`src/rtl/serv_mem_arbiter.sv`:
```
// Shares one Wishbone-style memory port between the SERV instruction and data buses.
// Registered grant, one IDLE cycle between transfers, and a watchdog that force-completes hung transfers.
module serv_mem_arbiter #(
  parameter int TIMEOUT   = 15,
  parameter bit DBUS_PRIO = 1'b1
) (
  input  logic        i_clk,
  input  logic        i_rst_n,
  input  logic [31:0] i_ibus_adr,
  input  logic        i_ibus_cyc,
  output logic [31:0] o_ibus_rdt,
  output logic        o_ibus_ack,
  input  logic [31:0] i_dbus_adr,
  input  logic [31:0] i_dbus_dat,
  input  logic [3:0]  i_dbus_sel,
  input  logic        i_dbus_we,
  input  logic        i_dbus_cyc,
  output logic [31:0] o_dbus_rdt,
  output logic        o_dbus_ack,
  output logic [31:0] o_wb_adr,
  output logic [31:0] o_wb_dat,
  output logic [3:0]  o_wb_sel,
  output logic        o_wb_we,
  output logic        o_wb_cyc,
  input  logic [31:0] i_wb_rdt,
  input  logic        i_wb_ack,
  output logic        o_err
);

  typedef enum logic [1:0] {IDLE, GNT_I, GNT_D} state_t;

  // A one-bit counter keeps the declaration legal when the watchdog is disabled.
  localparam int CW       = (TIMEOUT > 0) ? $clog2(TIMEOUT + 1) : 1;
  localparam int LAST_CNT = (TIMEOUT > 0) ? TIMEOUT - 1 : 0;
  localparam logic [CW-1:0] CNT_LAST = LAST_CNT[CW-1:0];
  localparam bit WDOG_EN  = (TIMEOUT > 0);

  state_t        state, state_nxt;
  logic          last_d, last_d_nxt;   // 1 = dbus was served last
  logic [CW-1:0] cnt, cnt_nxt;
  logic          gnt_cyc, timeout, done;

  // Shared-port mux, driven purely from the registered grant.
  // NOTE: every output of a combinational block gets a default first, so no path infers a latch.
  always_comb begin
    gnt_cyc  = 1'b0;
    o_wb_adr = '0;
    o_wb_dat = '0;
    o_wb_sel = '0;
    o_wb_we  = 1'b0;
    case (state)
      GNT_I: begin
        gnt_cyc  = i_ibus_cyc;
        o_wb_adr = i_ibus_adr;
        o_wb_sel = 4'hF;
      end
      GNT_D: begin
        gnt_cyc  = i_dbus_cyc;
        o_wb_adr = i_dbus_adr;
        o_wb_dat = i_dbus_dat;
        o_wb_sel = i_dbus_sel;
        o_wb_we  = i_dbus_we;
      end
      default: ;
    endcase
  end

  assign o_wb_cyc = gnt_cyc;

  // A real acknowledge always beats a watchdog expiry in the same cycle.
  assign timeout    = WDOG_EN && (state != IDLE) && gnt_cyc && !i_wb_ack && (cnt == CNT_LAST);
  assign done       = (state != IDLE) && (i_wb_ack || timeout);
  assign o_ibus_ack = done && (state == GNT_I);
  assign o_dbus_ack = done && (state == GNT_D);
  assign o_ibus_rdt = (o_ibus_ack && i_wb_ack) ? i_wb_rdt : '0;
  assign o_dbus_rdt = (o_dbus_ack && i_wb_ack) ? i_wb_rdt : '0;
  assign o_err      = timeout;

  always_comb begin
    state_nxt  = state;
    last_d_nxt = last_d;
    cnt_nxt    = cnt;
    case (state)
      IDLE: begin
        cnt_nxt = '0;
        if (i_ibus_cyc && i_dbus_cyc)
          state_nxt = (DBUS_PRIO || !last_d) ? GNT_D : GNT_I;
        else if (i_dbus_cyc)
          state_nxt = GNT_D;
        else if (i_ibus_cyc)
          state_nxt = GNT_I;
      end
      default: begin
        if (done) begin
          state_nxt  = IDLE;
          last_d_nxt = (state == GNT_D);
        end else if (!gnt_cyc) begin
          state_nxt = IDLE;
        end else begin
          cnt_nxt = cnt + CW'(1);
        end
      end
    endcase
  end

  // NOTE: sequential state uses non-blocking assignments so every register samples pre-edge values.
  always_ff @(posedge i_clk or negedge i_rst_n) begin
    if (!i_rst_n) begin
      state  <= IDLE;
      last_d <= 1'b1;
      cnt    <= '0;
    end else begin
      state  <= state_nxt;
      last_d <= last_d_nxt;
      cnt    <= cnt_nxt;
    end
  end

endmodule

```
`config.mk`:
```
export PLATFORM = sky130hd
export DESIGN_NAME = serv_mem_arbiter
export DESIGN_NICKNAME = d
export VERILOG_FILES = /design/src/rtl/serv_mem_arbiter.sv
export SDC_FILE = /design/constraint.sdc
export NUM_CORES = 1
export LEC_CHECK = 0
export CAP_MARGIN = 20
export CORE_AREA = 2 2 106 108
export DETAILED_ROUTE_END_ITERATION = 10
export DIE_AREA = 0 0 108 110
export SLEW_MARGIN = 20
export SYNTH_ARGS = -nofsm -noshare
export SYNTH_HDL_FRONTEND = slang
export SYNTH_SLANG_ARGS = --single-unit
```
`constraint.sdc`:
```
create_clock -name i_clk -period 3.7 [get_ports i_clk]
set_input_delay 1.11 -clock i_clk [delete_from_list [all_inputs] [get_ports i_clk]]
set_output_delay 1.11 -clock i_clk [all_outputs]
set_load 0.005 [all_outputs]
```
* Word level (Yosys, flattened, before mapping)
Cells that the tools add are included.
Storage, ports and cells: register bits after elaboration 6, input port bits 138, output and inout bits 137, logic and storage cells 41
Operators by class: add/sub/neg operators 1, eq/ne operators 6, multiplexer cells 16, reduce and logical (&&, ||, !) cells 16
Operators with widths (count):
- $mux 32 | 3
- $pmux 32 s2 | 1
- $mux 2 | 6
- $mux 4 | 3
- $logic_and 1x1->1 | 9
- $pmux 4 s2 | 1
- $add 4x1->4 const B | 1
- $eq 4x4->1 const B | 1
- $ne 4x4->1 const B | 1
- $reduce_and 2->1 | 2
- $reduce_bool 2->1 | 2
- $ne 3x1->1 const B | 1
- $eq 2x1->1 const B | 1
- $eq 2x2->1 const B | 1
- $logic_not 2->1 | 1
- $ne 2x1->1 const B | 1
- $pmux 1 s2 | 1
- $logic_not 1->1 | 1
- $logic_or 1x1->1 | 1
- $mux 1 | 1

* Logic depth before layout (Yosys ltp)
Gate-level depths: netlist (run 1).
depth in word-level cells 10, gate-level depth with buffers 6

* Worst setup path after synthesis (run 1)
Ideal clock, no wire load.
path kind input to output, start point input port i_wb_ack, end point output port o_ibus_rdt[10], arrival 1.662 ns, required time 2.590 ns, setup slack 0.928 ns, stages 3, buffers on the path 1, path through and3_1 -> clkbuf_1 -> and2_1
Between the ends: word-level cells in the longest chain between the ends 8
RTL lines:
- start, declared | RTL line 26 | input logic i_wb_ack,
- $logic_not 1->1 | RTL line 71 | assign timeout = WDOG_EN && (state != IDLE) && gnt_cyc && !i_wb_ack && (cnt == CNT_LAST);
- $logic_and 1x1->1 (2 in series) | RTL line 71
- $logic_or 1x1->1 | RTL line 72 | assign done = (state != IDLE) && (i_wb_ack || timeout);
- $logic_and 1x1->1 | RTL line 72
- $logic_and 1x1->1 | RTL line 73 | assign o_ibus_ack = done && (state == GNT_I);
- $logic_and 1x1->1 * | RTL line 75 | assign o_ibus_rdt = (o_ibus_ack && i_wb_ack) ? i_wb_rdt : '0;
- $mux 32 * | RTL line 75
- end, declared | RTL line 11 | output logic [31:0] o_ibus_rdt,
Mark *: on every way between the ends. The rest lies on a longest branch, timed or not.

* Final worst setup path (run 1)
start point input port i_wb_ack, end point output port o_ibus_rdt[3]
The elaborated chain is that of the path after synthesis.

==> results of run 1 <==
[cells in the final DEF (no fill, tap or decap), types with 4 or more instances in the layout]
master,instances
clkdlybuf4s50_1,270
and2_1,98
nor2b_1,38
a22oi_1,32
buf_4,7
dfrtp_1,6
inv_1,5
a21oi_1,4
nor2_1,4
dlygate4sd2_1,4
buf_12,4
[kinds of logic after synthesis]
logic type / share of synthesized area, %
flops: 9.06
simple gates: 58.3
fa+ha+maj: 3.77
buf+inv: 6.87
mux: 2.04
compound gates: 19.9
[layout make-up]
type | count | area, µm² | share of cell area, %
well taps | 140 | 175 | 3.73
repair buffers | 286 | 2900 | 61.8
clock buffers | 3 | 41.3 | 0.879
multi-input cells | 206 | 1410 | 30.0
inverters | 5 | 18.8 | 0.399
flip-flops and latches | 6 | 150 | 3.20
[sequential cells by signal, summed over array words and instances, names as in the netlist]
register  count
cnt           4
state         2
[power by group]
| group | internal (W) | switching, W |
|---|---|---|
| clock network | 0.0000700 | 0.0000301 |
| logic | 0.000745 | 0.000478 |
| registers | 0.0000739 | 0.00000629 |
[layer usage]
metal,global-route usage (%),part of all wire (%),vias up
met4,2.93,1.2,0
met5,0,0,-
met2,26.7,52,160
met1,15.5,37,1201
met3,4.23,10,9
li1,-,-,1334
[what timing repair did]
action                     CTS  global route
resized for setup            7             1
gates cloned                 1             0
setup endpoints to repair   67            16
[through the flow]
step / util [%] / total power [W]
finish: 43.9 / 0.00140
global route: 43.9 / 0.00152
CTS: 43.9 / 0.00142
detailed placement: 43.1 / 0.00130
global placement: 43.1 / 0.00131
floorplan: - / 0.000583
[path summary, 6_finish.rpt]
kind | from | to | slack (ns) | depth (start not counted)
worst min-delay path | state[1] | state[1] | 0.54 | 1
worst min register to register | state[1] | state[1] | 0.54 | 1
worst max register to register | state[1] | cnt[1] | 1.66 | 6
worst max-delay path | i_wb_ack | o_ibus_rdt[3] | 0.1 | 5
min in group asynchronous | i_rst_n | cnt[2] | 1.13 | 1
max in group asynchronous | i_rst_n | state[1] | 2.35 | 1
==> metrics.md, run 1 <==
| Metric | Value |
|---|---|
| WL per Instance | between 10 and 15 µm |
| CP top delay family | buffers and inverters |
| Unique masters post-synth | 30 |
| Initial core utilization | between 15 and 20% |
| Core Area | approximately 11000 µm² |
| DRC | 0 |
| Setup Skew | about 0.0028 ns |
| Post-DP HPWL | 7890 µm |
| Slew Limit Fails | 0 |
| Most frequent cell after synthesis | and2_1 |
| Min Tclk post-route | around 3.6 ns |
| Most frequent cells after synthesis | 98 x and2_1, 38 x nor2b_1, 32 x a22oi_1 |
| Synth Register Bits | 6 |
| Number of antenna violations at the first check in global routing | 0 |
| Syn_area_per_cell | 6.91 µm² |
| CP startpoint kind | primary input |
| Finished Cell Area | about 4700 µm² |
| Cell Pwr Density | 299 nW/µm² |
| CP peak stage delay | around 0.5 ns |
| Overall Global Routing Usage | roughly 14% |
| First-pass GRT wire length | 13200 µm |
| HP Class | flop to flop |
| Seq/Total Area, Yosys | just over 9% |
| Initial DRC Count | ~110 |
| Post-Route WL | between 9000 and 10000 µm |
| Root buffer cell | clkbuf_8 |
| Post-synth EDFFs | 0 |
| Clock Latency Late Sink | 0.23 ns |
| Share of layout cells above drive strength 1 | ~5.1% |
| Die height | around 110 µm |
| Worst setup EP type | output pin |
| CP required | approximately 2.6 ns |
| Fin Setup TNS | 0 ns |
| Hold_ws | ~0.54 ns |
| Crit-path cells | dlygate4sd2_1, and3_4, bufbuf_16, and2_1, clkdlybuf4s50_1 |
| Area growth from synthesis to layout | 183% |
| Post-Place Cells | 642 |
| Fin crit share | 97.3% |
| Cts bufs inserted | 3 |
| Floorplan row count | 38 |
| Slowest stage cell on the critical path | clkdlybuf4s50_1 |
| DRT antenna net count | 0 |
| H-tree depth | 1 |
| # setup viols final | 0 |
| Status | complete, no violations |
| Pre-CTS WS | -0.120 ns |
| Final hold viol count | 0 |
| CTS max path bufs | 2 |
| Leakage | 1.75 nW |
| Port bufs | about 270 |
| Largest net degree at the start of global routing | between 40 and 50 |
| CTS tree | done |
| Setup Buffers After CTS | 0 |
| Maxcap violations | 0 |
| Vias in the first global route | about 2500 |
| DR pass1 iterations | 4 |
| Post-route insts no fill | roughly 650 |
| CTS Hold Bufs | 0 |
| Antenna cell count | 0 |
| Asr flop ratio synth | between 90% and 100% |
| # clock sinks | 6 |
| Area of placed instances | about 4600 µm² |
| I/O pin count | 275 |
| CTS clk-pin slew, worst paths | ~0.03 ns |
| Post-synth top flop | dfrtp_1 |
| Syn Inst Count | 240 |
| DR vias/cell | between 4 and 5 |
| Vias | 2704 |
| Worst Tran Pin Value | 0.352 ns |
| Synth area leader | and2_1 |
| GP Congestion | approximately 0.76 |
| Chip Width | about 110 µm |
| Slew margin rel. | roughly 76% |
| Fin nets | roughly 650 |
| Synth Net Count | 383 |
| Yosys top cell area share | approximately 37% |
| Worst-path fanout max | 16 |
| Fin worst setup slack | just under 0.1 ns |
| Die ar. | between 10000 and 15000 µm² |
| Max VDD drop | ~0.17 mV |
| Peak Freq | about 280 MHz |
| Post-synthesis cell area | about 1700 µm² |
| Critical path class | primary input to output pin |
| GRT overflow | 0 |
| # fillers | 1080 |
| Synthesis Warnings | 0 |
| Synth area leaders | and2_1 37%, a22oi_1 14%, nor2b_1 14% |
| Worst Path Arrival | 2.49 ns |
| Buffers & Inverters on Critical Path | 3 |
| RSZ-0062 raised after global routing | false |
(Power assumes the default switching activity.)
==> run 2, diff against run 1 <==
--- a/config.mk
+++ b/config.mk
@@ -5,10 +5,12 @@
 export SDC_FILE = /design/constraint.sdc
 export NUM_CORES = 1
 export LEC_CHECK = 0
+export ABC_AREA = 0
 export CAP_MARGIN = 20
 export CORE_AREA = 2 2 106 108
 export DETAILED_ROUTE_END_ITERATION = 10
 export DIE_AREA = 0 0 108 110
+export REMOVE_ABC_BUFFERS = 1
 export SLEW_MARGIN = 20
 export SYNTH_ARGS = -nofsm -noshare
 export SYNTH_HDL_FRONTEND = slang
==> metrics.md, run 2 (synthesis results as in run 1) <==
| Metric | Value |
|---|---|
| Worst setup EP type | output pin |
| Antenna cell count | 0 (unchanged) |
| Max VDD drop | 0.320 mV (+85%) |
| Final hold viol count | 0 (unchanged) |
| Floorplan row count | 38 (unchanged) |
| Largest register FFs | 4 (unchanged) |
| Vias | 2665 (-1.4%) |
| Peak Freq | 278 MHz (+0.16%) |
| H-tree depth | 1 (unchanged) |
| Slew Limit Fails | 0 (unchanged) |
| Slew margin rel. | 72.5% (-3.9 points) |
| DRC | 0 (unchanged) |
| I/O pin count | 275 (unchanged) |
| DR pass1 iterations | 4 (unchanged) |
| Min Tclk post-route | 3.60 ns (-0.00572 ns) |
| Port bufs | 274 (unchanged) |
| Initial core utilization | 15.5% (unchanged) |
| Critical path class | primary input to output pin |
| Area growth from synthesis to layout | 184% |
| Cts bufs inserted | 3 (unchanged) |
| Overall Global Routing Usage | 14.8% (+0.70 points) |
| Cell Pwr Density | 296 nW/µm² (-0.79%) |
| Leakage | 1.78 nW (+1.8%) |
| Fin nets | 651 (unchanged) |
| Finished Cell Area | 4710 µm² (+0.29%) |
| Largest net degree at the start of global routing | 70 (+46%) |
| # clock sinks | 6 (unchanged) |
| CP startpoint kind | primary input |
| Worst Path Arrival | 2.49 ns (about the same) |
| Core Util, Final | 44.0% (+0.13 points) |
| CTS max path bufs | 2 (unchanged) |
| Maxcap violations | 0 (unchanged) |
| Core Area | 10700 µm² (unchanged) |
| GRT overflow | 0 (unchanged) |
| Number of antenna violations at the first check in global routing | 0 (unchanged) |
| Area of placed instances | 4590 µm² (-0.60%) |
| WL per Instance | 15.9 µm (+6.6%) |
| # setup viols final | 0 (unchanged) |
| Worst Tran Pin Value | 0.412 ns (+0.0597 ns) |
| Chip Width | 108 µm (unchanged) |
| Share of layout cells above drive strength 1 | 5.14% (unchanged) |
| Setup Skew | 0.00339 ns (+0.000604 ns) |
| RSZ-0062 raised after global routing | false |
| Post-DP HPWL | 8420 µm (+6.8%) |
| Most frequent cells in the layout | 268 x clkdlybuf4s50_1, 98 x and2_1, 38 x nor2b_1, 32 x a22oi_1, 7 x buf_4 |
| Root buffer cell | clkbuf_8 |
| Design Power | 0.00140 W (-0.50%) |
| Top reg by flops | cnt |
| CTS clk-pin slew, worst paths | 0.03 ns (about the same) |
| Fin crit share | 97.2% (-0.15 points) |
| First-pass GRT wire length | 13800 µm (+4.5%) |
| Initial DRC Count | 97 (-10%) |
| HP Class | flop to flop |
| Die ar. | 11900 µm² (unchanged) |
| Register area | 150 µm² (unchanged) |
| DRT antenna net count | 0 (unchanged) |
| Commonest non-fill, non-tap cell in the layout | clkdlybuf4s50_1 |
| Top flop regs | cnt (4), state (2) |
| GP Congestion | 0.776 (+1.5%) |
| Vias in the first global route | 2452 (-0.73%) |
| DR vias/cell | 4.13 (-1.4%) |
| Die height | 110 µm (unchanged) |
| Clock Latency Late Sink | 0.23 ns (about the same) |
| Area of the multi-input gates | 1410 µm² (unchanged) |
| Worst-path fanout max | 16 (unchanged) |
| # fillers | 1082 (+0.19%) |
| Status | complete, no violations |
| CTS tree | done |
| CP required | 2.59 ns (about the same) |
| Post-Route WL | 10300 µm (+6.6%) |
-- run 2: metrics by stage --
stage	setup slack, ns	setup TNS (ns)	instances	hold WS, ns
final	0.105	0	646	0.548
after CTS	0.0197	0	646	0.549
after global routing	0.0307	0	646	0.580
after detailed placement	-0.0956	-3.97	640	0.540
after global placement	-0.101	-3.67	640	0.536
after floorplan	0.188	0	217	0.509
-- run 2: final timing paths --
path | from | to | slack [ns] | cells after the start
hold / removal | state[0] | state[0] | 0.55 | 1
setup / recovery | i_wb_ack | o_ibus_rdt[8] | 0.10 | 5
max in group asynchronous | i_rst_n | state[1] | 2.33 | 1
min in group asynchronous | i_rst_n | cnt[1] | 1.14 | 1
setup reg to reg | state[1] | cnt[0] | 1.80 | 6
hold reg to reg | state[0] | state[0] | 0.55 | 1
-- run 2: cell type report --
| type | instances | area share, % |
|---|---|---|
| Timing Repair Buffer | 286 | 61.9 |
| Multi-Input combinational cell | 206 | 29.9 |
| Tap cell | 140 | 3.72 |
| Sequential cell | 6 | 3.19 |
| Clock buffer | 3 | 0.876 |
| Inverter | 5 | 0.398 |
-- run 2: power by group --
| group | internal [W] | switching, W | total, W | leakage [nW] |
|---|---|---|---|---|
| Combinational | 0.000738 | 0.000477 | 0.00122 | 1.68 |
| Clock | 0.0000700 | 0.0000296 | 0.0000996 | 0.0216 |
| Sequential | 0.0000739 | 0.00000753 | 0.0000814 | 0.0815 |
-- run 2: repair_timing --
item / in CTS / in global routing
hold endpoints to repair: 0 / 0
setup endpoints to repair: 66 / 1
gates cloned: 2 / 0
hold buffers: 0 / 0
resized for setup: 7 / 3
buffers inserted: 1 / 0
-- run 2: layer usage --
layer,up-vias,part of all wire [%],GRT usage (%),wire (µm)
met4,0,0.55,1.74,56
met5,-,0,0,0
li1,1337,-,-,-
met3,6,6.1,2.59,622
met1,1222,37,16.9,3830
met2,100,56,29.2,5760
-- run 2: worst max-delay path, stage by stage --
cell and delay [ns]:
dlygate4sd2_1 0.24, and3_4 0.22, bufbuf_16 0.27, and2_1 0.12, clkdlybuf4s50_1 0.51
==> run 3, diff against run 2 <==
--- a/config.mk
+++ b/config.mk
@@ -10,6 +10,7 @@
 export CORE_AREA = 2 2 106 108
 export DETAILED_ROUTE_END_ITERATION = 10
 export DIE_AREA = 0 0 108 110
+export PLACE_DENSITY = 0.63
 export REMOVE_ABC_BUFFERS = 1
 export SLEW_MARGIN = 20
 export SYNTH_ARGS = -nofsm -noshare
==> metrics.md, run 3 (synthesis results as in run 1) <==
| Metric | Value |
|---|---|
| Worst-path fanout max | 2 (-14) |
| Setup Skew | 0.000297 ns (-0.00309 ns) |
| Worst Path Arrival | 2.53 ns (+0.04 ns) |
| Chip Width | 108 µm (unchanged) |
| Final hold viol count | 0 (unchanged) |
| I/O pin count | 275 (unchanged) |
| Cts bufs inserted | 3 (unchanged) |
| Slowest stage cell on the critical path | clkdlybuf4s50_1 |
| RR Endpoint | cnt[0] |
| Peak Freq | 274 MHz (-1.3%) |
| Status | complete, no violations |
| R2R cell count | 6 (unchanged) |
| CP required | 2.59 ns (about the same) |
| Die ar. | 11900 µm² (unchanged) |
| Hold path cells | 1 (unchanged) |
| Commonest non-fill, non-tap cell in the layout | clkdlybuf4s50_1 |
| CTS tree | done |
| FF-to-FF Start | state[0] |
| First-pass GRT wire length | 14600 µm (+5.9%) |
| Largest register FFs | 4 (unchanged) |
| CP top delay family | buffers and inverters |
| WP depth | 5 (unchanged) |
| CP peak stage delay | 0.53 ns (+0.02 ns) |
| Clock Latency Late Sink | 0.22 ns (about the same) |
| Crit-path cells | clkdlybuf4s50_1, a22o_1, buf_4, and2_1, clkdlybuf4s50_1 |
| Top reg by flops | cnt |
| H-tree depth | 1 (unchanged) |
| Vias | 2672 (+0.26%) |
| Setup crit end | o_wb_cyc |
| GRT overflow | 0 (unchanged) |
| CTS clk-pin slew, worst paths | 0.03 ns (about the same) |
| Post-route insts no fill | 649 (+0.46%) |
| Worst setup EP type | output pin |
| Fin worst setup slack | 0.0568 ns (-0.0480 ns) |
| Overall Global Routing Usage | 15.5% (+0.73 points) |
| Post-Place Cells | 645 (+0.78%) |
| # clock sinks | 6 (unchanged) |
| Core Util, Final | 43.9% (-0.15 points) |
| Port bufs | 274 (unchanged) |
| Root buffer cell | clkbuf_8 |
| CP Launch Point | i_dbus_cyc |
| Worst Tran Pin Value | 0.390 ns (-0.0227 ns) |
| Share of layout cells above drive strength 1 | 5.50% (+0.36 points) |
| Fin crit share | 98.5% (+1.3 points) |
| Finished Cell Area | 4700 µm² (-0.35%) |
| CP startpoint kind | primary input |
| CTS max path bufs | 2 (unchanged) |
| Area growth from synthesis to layout | 183% |
| DR pass1 iterations | 4 (unchanged) |
| Number of antenna violations at the first check in global routing | 0 (unchanged) |
| DRC | 0 (unchanged) |
| Cell Pwr Density | 295 nW/µm² (-0.38%) |
| Post-DP HPWL | 8460 µm (+0.42%) |
| GP Congestion | 0.847 (+9.2%) |
| Area of placed instances | 4610 µm² (+0.55%) |
| Antenna cell count | 0 (unchanged) |
| Die height | 110 µm (unchanged) |
| Pre-CTS WS | -0.166 ns (-0.0703 ns) |
| Largest net degree at the start of global routing | 38 (-46%) |
| Core Area | 10700 µm² (unchanged) |
| Leakage | 1.77 nW (-0.48%) |
| Buffers & Inverters on Critical Path | 3 (unchanged) |
| Fin nets | 654 (+0.46%) |
| RSZ-0062 raised after global routing | false |
| Slew margin rel. | 74.0% (+1.5 points) |
| Initial core utilization | 15.5% (unchanged) |
| DR vias/cell | 4.12 (-0.20%) |
| CP most frequent cell | clkdlybuf4s50_1 |
| Maxcap violations | 0 (unchanged) |
| WL per Instance | 16.0 µm (+0.53%) |
| DRT antenna net count | 0 (unchanged) |
| Critical path class | primary input to output pin |
| Most frequent cells in the layout | 268 x clkdlybuf4s50_1, 98 x and2_1, 38 x nor2b_1, 32 x a22oi_1, 12 x buf_4 |
| Top flop regs | cnt (4), state (2) |
| Min Tclk post-route | 3.64 ns (+0.0480 ns) |
| Vias in the first global route | 2579 (+5.2%) |
| Slew Limit Fails | 0 (unchanged) |
| Initial DRC Count | 140 (+44%) |
| Reg2reg setup slack | 1.84 ns (+0.04 ns) |
| HP Class | flop to flop |
| Setup Buffers After CTS | 0 (-1) |
| # setup viols final | 0 (unchanged) |
| Post-Route WL | 10400 µm (+0.99%) |
| Fin Setup TNS | 0 ns (unchanged) |
| Max VDD drop | 0.327 mV (+2.2%) |
| Floorplan row count | 38 (unchanged) |
==> run 3: worst min path at each step <==
stage                   from  endpoint
floorplan           state[1]  state[1]
global placement      cnt[3]    cnt[3]
detailed placement  state[1]  state[1]
CTS                 state[1]  state[1]
global route        state[0]  state[0]
finish              state[1]  state[1]
==> run 3: per-stage QoR <==
stage	hold slack (ns)	power, W
after floorplan	0.509	0.000548
after global placement	0.535	0.00128
after detailed placement	0.552	0.00129
after CTS	0.559	0.00140
after global routing	0.584	0.00149
final	0.554	0.00139
==> run 3: cell type report <==
class | count | area [µm²]
Tap cell | 140 | 175
Multi-Input combinational cell | 206 | 1410
Clock buffer | 3 | 41.3
Inverter | 5 | 18.8
Timing Repair Buffer | 289 | 2900
Fill cell | 1089 | 6000
Sequential cell | 6 | 150
==> run 3: metal layers <==
layer	vias up	track usage [%]	share of wire (%)
li1	1338	-	-
met1	1228	18.8	39
met2	92	28.6	53
met3	14	3.00	6.0
met4	0	2.93	1.5
met5	-	0	0
==> run 3: timing repair <==
item / 4_1_cts / 5_1_grt
resized for setup: 8 / 2
hold buffers: 0 / 0
setup endpoints to repair: 67 / 16
cloned: 1 / 0
pin swaps: 0 / 1
==> run 3: where the power goes <==
part / switching (W) / internal, W
logic: 0.000480 / 0.000732
registers: 0.00000749 / 0.0000740
clock network: 0.0000239 / 0.0000695
